--- src/rtl/regfile_wb_scheduler_pkg.sv ---
// Shared constants for the writeback scheduler, decode and register file.
// Grant encoding is also used for the arbiter's last_grant state.
package regfile_wb_scheduler_pkg;

    localparam int NUM_REGS = 32;
    localparam int ADDR_W   = 5;
    localparam int DATA_W   = 32;

    localparam logic GRANT_A = 1'b0;
    localparam logic GRANT_B = 1'b1;

endpackage

--- src/rtl/regfile_wb_scheduler_wb_rr_arbiter.sv ---
// Two-input round-robin arbiter for the register file write port.
// Grants depend only on the valids and the last winner.
module wb_rr_arbiter
    import regfile_wb_scheduler_pkg::*;
(
    input  logic clock,
    input  logic reset,
    input  logic a_valid,
    input  logic b_valid,
    output logic a_grant,
    output logic b_grant
);

    logic last_grant_q;
    logic last_grant_d;

    always_comb begin
        a_grant = 1'b0;
        b_grant = 1'b0;
        if (!reset) begin
            a_grant = a_valid && (!b_valid || last_grant_q == GRANT_B);
            b_grant = b_valid && (!a_valid || last_grant_q == GRANT_A);
        end
    end

    always_comb begin
        last_grant_d = last_grant_q;
        if (a_grant) begin
            last_grant_d = GRANT_A;
        end else if (b_grant) begin
            last_grant_d = GRANT_B;
        end
    end

    always_ff @(posedge clock) begin
        if (reset) begin
            last_grant_q <= GRANT_B;
        end else begin
            last_grant_q <= last_grant_d;
        end
    end

endmodule

--- src/rtl/regfile_wb_scheduler.sv ---
// Shares the register file write port between ALU and load writeback
// and tracks pending destination registers for decode hazard checks.
module regfile_wb_scheduler
    import regfile_wb_scheduler_pkg::*;
(
    input  logic                clock,
    input  logic                reset,
    input  logic                a_valid,
    input  logic [ADDR_W-1:0]   a_rd,
    input  logic [DATA_W-1:0]   a_data,
    output logic                a_ready,
    input  logic                b_valid,
    input  logic [ADDR_W-1:0]   b_rd,
    input  logic [DATA_W-1:0]   b_data,
    output logic                b_ready,
    input  logic                issue_valid,
    input  logic [ADDR_W-1:0]   issue_rd,
    input  logic [ADDR_W-1:0]   query_rs1,
    input  logic [ADDR_W-1:0]   query_rs2,
    input  logic [ADDR_W-1:0]   query_rd,
    output logic                hazard,
    output logic [ADDR_W-1:0]   rf_addr_rd,
    output logic [DATA_W-1:0]   rf_data_rd,
    output logic                rf_write_en,
    output logic [NUM_REGS-1:0] pending
);

    logic                a_grant;
    logic                b_grant;
    logic                wr_en_q;
    logic                wr_en_d;
    logic [ADDR_W-1:0]   wr_addr_q;
    logic [ADDR_W-1:0]   wr_addr_d;
    logic [DATA_W-1:0]   wr_data_q;
    logic [DATA_W-1:0]   wr_data_d;
    logic [NUM_REGS-1:0] pending_q;
    logic [NUM_REGS-1:0] pending_d;

    wb_rr_arbiter u_arb (
        .clock   (clock),
        .reset   (reset),
        .a_valid (a_valid),
        .b_valid (b_valid),
        .a_grant (a_grant),
        .b_grant (b_grant)
    );

    // x0 writes are accepted but never reach the register file
    always_comb begin
        wr_en_d   = 1'b0;
        wr_addr_d = wr_addr_q;
        wr_data_d = wr_data_q;
        if (a_grant) begin
            wr_en_d   = (a_rd != '0);
            wr_addr_d = a_rd;
            wr_data_d = a_data;
        end else if (b_grant) begin
            wr_en_d   = (b_rd != '0);
            wr_addr_d = b_rd;
            wr_data_d = b_data;
        end
    end

    // set after clear: a newly issued producer keeps the reg pending
    always_comb begin
        pending_d = pending_q;
        if (wr_en_q) begin
            pending_d[wr_addr_q] = 1'b0;
        end
        if (issue_valid && issue_rd != '0) begin
            pending_d[issue_rd] = 1'b1;
        end
        pending_d[0] = 1'b0;
    end

    always_ff @(posedge clock) begin
        if (reset) begin
            wr_en_q   <= 1'b0;
            wr_addr_q <= '0;
            wr_data_q <= '0;
            pending_q <= '0;
        end else begin
            wr_en_q   <= wr_en_d;
            wr_addr_q <= wr_addr_d;
            wr_data_q <= wr_data_d;
            pending_q <= pending_d;
        end
    end

    assign a_ready     = a_grant;
    assign b_ready     = b_grant;
    assign rf_write_en = wr_en_q;
    assign rf_addr_rd  = wr_addr_q;
    assign rf_data_rd  = wr_data_q;
    assign pending     = pending_q;
    assign hazard      = pending_q[query_rs1] | pending_q[query_rs2]
                       | pending_q[query_rd];

endmodule

--- config.mk ---
export PLATFORM = sky130hd
export DESIGN_NAME = regfile_wb_scheduler
export DESIGN_NICKNAME = d
export VERILOG_FILES = /design/src/rtl/regfile_wb_scheduler_pkg.sv /design/src/rtl/regfile_wb_scheduler_wb_rr_arbiter.sv /design/src/rtl/regfile_wb_scheduler.sv
export SDC_FILE = /design/constraint.sdc
export NUM_CORES = 1
export LEC_CHECK = 0
export ABC_CLOCK_PERIOD_IN_PS = 2250
export CAP_MARGIN = 10
export CORE_MARGIN = 4
export CORE_UTILIZATION = 42
export CTS_CLUSTER_SIZE = 12
export DETAILED_ROUTE_END_ITERATION = 10
export PLACE_DENSITY = 0.79
export REMOVE_ABC_BUFFERS = 1
export SYNTH_ARGS = -nofsm -noshare
export SYNTH_HDL_FRONTEND = slang
export SYNTH_SLANG_ARGS = --single-unit
--- constraint.sdc ---
create_clock -name clock -period 2.25 [get_ports clock]
set_input_delay 0.45 -clock clock [delete_from_list [all_inputs] [get_ports clock]]
set_output_delay 0.45 -clock clock [all_outputs]
set_load 0.005 [all_outputs]
# Word-level counts from Yosys, hierarchy flattened
# Cells that the tools add are included.
[word_totals] ff_bits=71 word_cells=54
[classes] order_cmp=7 reduce_logical=13 n_bitwise=6 muxes=22
[ops] cell="$mux 32" n=4
[ops] cell="$and 32x32->32" n=1
[ops] cell="$not 32->32" n=1
[ops] cell="$or 32x32->32" n=1
[ops] cell="$lt 5x6->1 const B" n=5
[ops] cell="$bmux 1 s5" n=3
[ops] cell="$reduce_bool 5->1" n=3
[ops] cell="$mux 1" n=11
[ops] cell="$demux 1 s5" n=2
[ops] cell="$ge 5x1->1 const B" n=2
[ops] cell="$mux 5" n=2
[ops] cell="$logic_and 1x1->1" n=5
[ops] cell="$logic_not 1->1" n=2
[ops] cell="$logic_or 1x1->1" n=2
[ops] cell="$or 1x1->1" n=2
[ops] cell="$reduce_bool 2->1" n=1
[ops] cell="$not 1->1" n=1

# Depth between registers and ports, before layout
[logic_depth] word_depth=9 depth_mapped=7

# Cells and area by module
# A second synthesis with hierarchy kept.
[unflattened] cells_unflattened=465 hier_area_um2=3910.0
[modules_own_cells] mod="regfile_wb_scheduler" n_inst=1 seq_area_each_um2=1381.3 area_per_inst_um2=3852.4 cells_each=458
[modules_own_cells] mod="wb_rr_arbiter" n_inst=1 seq_area_each_um2=20.0 area_per_inst_um2=57.6 cells_each=7

# Least setup slack after synthesis
# OpenSTA, ideal clock, no wires.
[synth_path] kind="input port to output port" startpoint="in query_rs2[0]" endpoint="out hazard" required_time_ns=1.800 path_stages=5 arrival_ns=1.606 path_slack_ns=0.194 cell_sequence="buf_2 > mux4_2 > o211ai_1 > o2111a_1 > nand4_1"
[synth_via] elab_chain_cells=4
[synth_rtl] item="start, declared" line="regfile_wb_scheduler.sv:19" text="input logic [ADDR_W-1:0] query_rs2,"
[synth_rtl] item="$bmux 1 s5" line="regfile_wb_scheduler.sv:96" text="assign hazard = pending_q[query_rs1] | pending_q[query_rs2]"
[synth_rtl] item="$mux 1 (implied by the code)" line="regfile_wb_scheduler.sv:96"
[synth_rtl] item="$or 1x1->1" line="regfile_wb_scheduler.sv:96"
[synth_rtl] item="$or 1x1->1" line="regfile_wb_scheduler.sv:97" text="| pending_q[query_rd];"
[synth_rtl] item="end, declared" line="regfile_wb_scheduler.sv:21" text="output logic hazard,"
# No other way between the ends. The select of a mux whose other input is x is not followed.

# Worst setup path in the final report
[layout_path] startpoint="in query_rd[2]" endpoint="out hazard"
[layout_via] elab_chain_cells=3
[layout_rtl] item="start, declared" line="regfile_wb_scheduler.sv:20" text="input logic [ADDR_W-1:0] query_rd,"
[layout_rtl] item="$bmux 1 s5" line="regfile_wb_scheduler.sv:97"
[layout_rtl] item="$mux 1 (implied by the code)" line="regfile_wb_scheduler.sv:97"
[layout_rtl] item="$or 1x1->1" line="regfile_wb_scheduler.sv:97"
# No other way between the ends. The select of a mux whose other input is x is not followed.

==> results.md <==
- Run status: finished with violations
- Failing checks: negative setup slack
- Vias: 4,309
- Crit path largest cell delay: 0.37 ns
- Compound-Gate Fraction of Synth Area: 19.7%
- CP Launch Type: input port
- Critical path class: in -> out
- Clock share of power: 29.6%
- Slew Limit Fails: 0
- CTS tree: yes
- Largest family of logic cells by synthesized area: multiplexers
- Synth cell types: 43
- Final #Nets: 748
- Power density cells: 474 nW/um^2
- Post-synthesis simple-gate area fraction: 16.5%
- Root Driver: clkbuf_8
- Initial Util: 43.6%
- Antenna-violating nets left: 0
- Sequential element share of the synthesized area: 36.3%
- Number of I/O pins: 172
- H-Tree Level Count: 3
- Crit path max-delay family: compound AO/OA/AOI/OAI gates
- HPWL Detailed: 11.3 mm
- Measured slew at the worst slew-check pin: 0.620 ns
- WP data required: 1.80 ns
- Register share of total power: 45.4%
- DRT Wirelength: 14.6 mm
- Number of diodes: 0
- Slew margin rel.: 58.7%
- Row count: 34
- Cell Area, Synth: 3860 sq um
- Slowest stage cell, crit path: mux2_2
- Lkg Pwr: 2.46 nW
- Die Wd: 104 microns
- RSZ-0062 raised after global routing: true
- Crit path buffers/inverters: 2
- Min-Delay Path Class: in -> reg
- Input/output buffers: 170
- Switch share: 28.1%
- Chip height: 104 microns
- Clock skew: 0.0163 ns
- Via density: 5.65
- Post-Place Worst Slack: -0.863 ns
- Critical Path Sink Type: primary output
- Hold WS: 0.430 ns
- Maximum fanout along the worst path: 3
- GRT Residual Overflow: 0
- Wire per inst: 19.2 microns
- Routability-driven placement congestion ratio: 0.904
- Die Footprint: 10,800 sq um
- DRT iter0 DRCs: 276
- Period utilisation layout: 105%
- Total core area: 8850 sq um
- Clock slew at the register clock pins of the worst setup and hold paths: 0.08 ns
- Post-synthesis mux area share: 23.3%
- Crit path arrival time: 1.91 ns
- Synthesized flop and latch total: 70
- Hold buffer count at cts: 0
- Final hold viol count: 0
- Num Clock Sinks: 70
- Most frequent cells in the layout: 157 x clkdlybuf4s50_1, 63 x dfxtp_1, 63 x buf_4, 51 x mux2i_1, 45 x nand2_1
- Tmin final: 2.36 ns
- Post-Syn Instances: 430
- First-pass DRT Iterations: 7
- P_sw: 0.839 mW
- Adder-cell area share of the yosys netlist: 0%
- Share of cells above drive strength 1: 18.7%
- Clock buffer count from CTS: 9
- Maximum VDD drop: 403 uV
- Initial antenna violation count: 1
- Synth Warn #: 0
- Combinational Power Share: 25.0%
- First-pass GRT wire length: 22.8 mm
- Gr usage total: 26.2%
- Filler Cells Inserted: 716
- MaxCap Viol Count: 0
- Final setup fails: 1
- Max clock buf depth: 2
- Max Freq: 0.424 GHz
- Worst-path cell chain: clkdlybuf4s15_1 > mux2_2 > a221oi_2 > a2111oi_2 > a211oi_2 > nand4_1 > buf_2
- DRC violations left: 0
- Crit path setup slack, layout: -0.109 ns
- Number of global-route vias before repair: 4,401
- Avg Cell Area, Syn: 8.97 sq um
- Clk Latency, worst-skew pair: 0.35 ns
- Most common cell after layout, fill and taps aside: clkdlybuf4s50_1
- Internal power: 2.14 mW
- Largest net degree at the start of global routing: 67
- XOR/XNOR Fraction of Synth Area: 0%
- Synth-to-Final Area Change: 63.3%
state kept, by name, summed over array words and instances (netlist names):
name and cells:
pending 31, rf_addr_rd 5, rf_data_rd 32, rf_write_en 1
u_arb.last_grant_q 1
power groups by stage:
stage                     sequential (mW)  clock (mW)  combinational [mW]
after floorplan                      1.38           0               0.230
after global placement               1.38           0               0.716
after detailed placement             1.38           0               0.730
after CTS                            1.35       0.885               0.746
after global routing                 1.36       0.941               0.800
final                                1.35       0.883               0.747
layer usage:
layer,up-vias,global-route usage (%),share of wire [%],wire length (microns)
li1,2031,-,-,-
met1,2002,30.0,38,5570
met2,240,45.4,49,7220
met3,34,8.15,9.9,1450
met4,2,10.2,2.7,389
met5,-,0,0.089,13
worst register-to-register path, delay by kind of cell, from the launching register on:
family	cells	cell delay, ns
AOI/OAI and AO/OA	1	0.10
buffers and inverters	2	0.70
and+or+nand+nor	2	0.22
DFF	1	0.33
muxes	1	0.23
cells by family after synthesis:
group / count (synthesis)
other: 1
flip-flops: 70
AND/OR/NAND/NOR: 131
AO/OA/AOI/OAI: 124
buffers and inverters: 35
multiplexers: 69
path summary, 6_finish.rpt:
| path | start | endpoint | slack, ns | depth (start not counted) |
|---|---|---|---|---|
| setup / recovery | query_rd[2] | hazard | -0.11 | 7 |
| hold / removal | b_valid | u_arb.last_grant_q | 0.43 | 3 |
| setup reg to reg | u_arb.last_grant_q | rf_data_rd[27] | 0.51 | 6 |
| hold reg to reg | rf_addr_rd[0] | rf_addr_rd[0] | 0.52 | 2 |
cell type report:
cell class | count | area [sq um] | area share, %
repair buffers | 241 | 2270 | 36.0
clock buffers | 10 | 128 | 2.03
flip-flops and latches | 70 | 1410 | 22.4
clock inverters | 6 | 38.8 | 0.616
inverters | 2 | 7.51 | 0.119
well taps | 108 | 135 | 2.14
multi-input cells | 325 | 2310 | 36.7
cell usage after synthesis:
master     count  share of area, %
a2111oi_0      1              0.23
a211oi_1      34               6.6
a21oi_1       39               5.1
a221oi_1       1              0.23
a22oi_1        4              0.78
a31oi_1        2              0.32
and2_1         1              0.16
and3_1         2              0.32
and3b_1        3              0.68
and4b_1        1              0.26
buf_1          4              0.39
buf_2         11               1.4
buf_4          2              0.39
buf_6          1              0.29
clkbuf_1      15               1.5
conb_1         1             0.097
dfxtp_1       70                36
inv_1          2              0.19
mux2_2         4               1.2
mux2i_1       51                13
mux4_1         7               4.8
mux4_2         7               4.1
nand2_1       45               4.4
nand2b_1       4              0.65
nand3_1        7              0.91
nand3b_1       9               1.8
nand4_1        1              0.16
nand4b_1       1              0.23
nor2_1        41               4.0
nor2b_1        4              0.65
nor3_1         1              0.13
nor3b_1        5              0.97
o2111a_1       1              0.29
o2111ai_1      1              0.23
o211a_1        1              0.26
o211ai_1       3              0.58
o211ai_2       1              0.32
o21ai_0       35               4.5
o311ai_0       1              0.23
or3_1          1              0.16
or3b_1         2              0.45
or3b_2         1              0.23
or4_1          2              0.39
what timing repair did:
action	4_1_cts	5_1_grt
setup endpoints to repair	2	2
gates resized for setup	32	19
gates cloned	2	0
buffers inserted	4	0
pin swaps	6	6
per-stage QoR:
stage | util, % | std cells | cell area (sq um) | total power, mW | setup TNS, ns
2_1_floorplan | - | 397 | 3700 | 1.61 | -4.64
3_3_place_gp | 68.2 | 740 | 6040 | 2.10 | -0.873
3_5_place_dp | 68.2 | 740 | 6040 | 2.11 | -1.38
4_1_cts | 70.9 | 762 | 6280 | 2.98 | -0.167
5_1_grt | 71.2 | 762 | 6300 | 3.10 | -0.218
6_report | 71.2 | 762 | 6300 | 2.98 | -0.109
No activity file was read; power rests on OpenSTA's default activity.
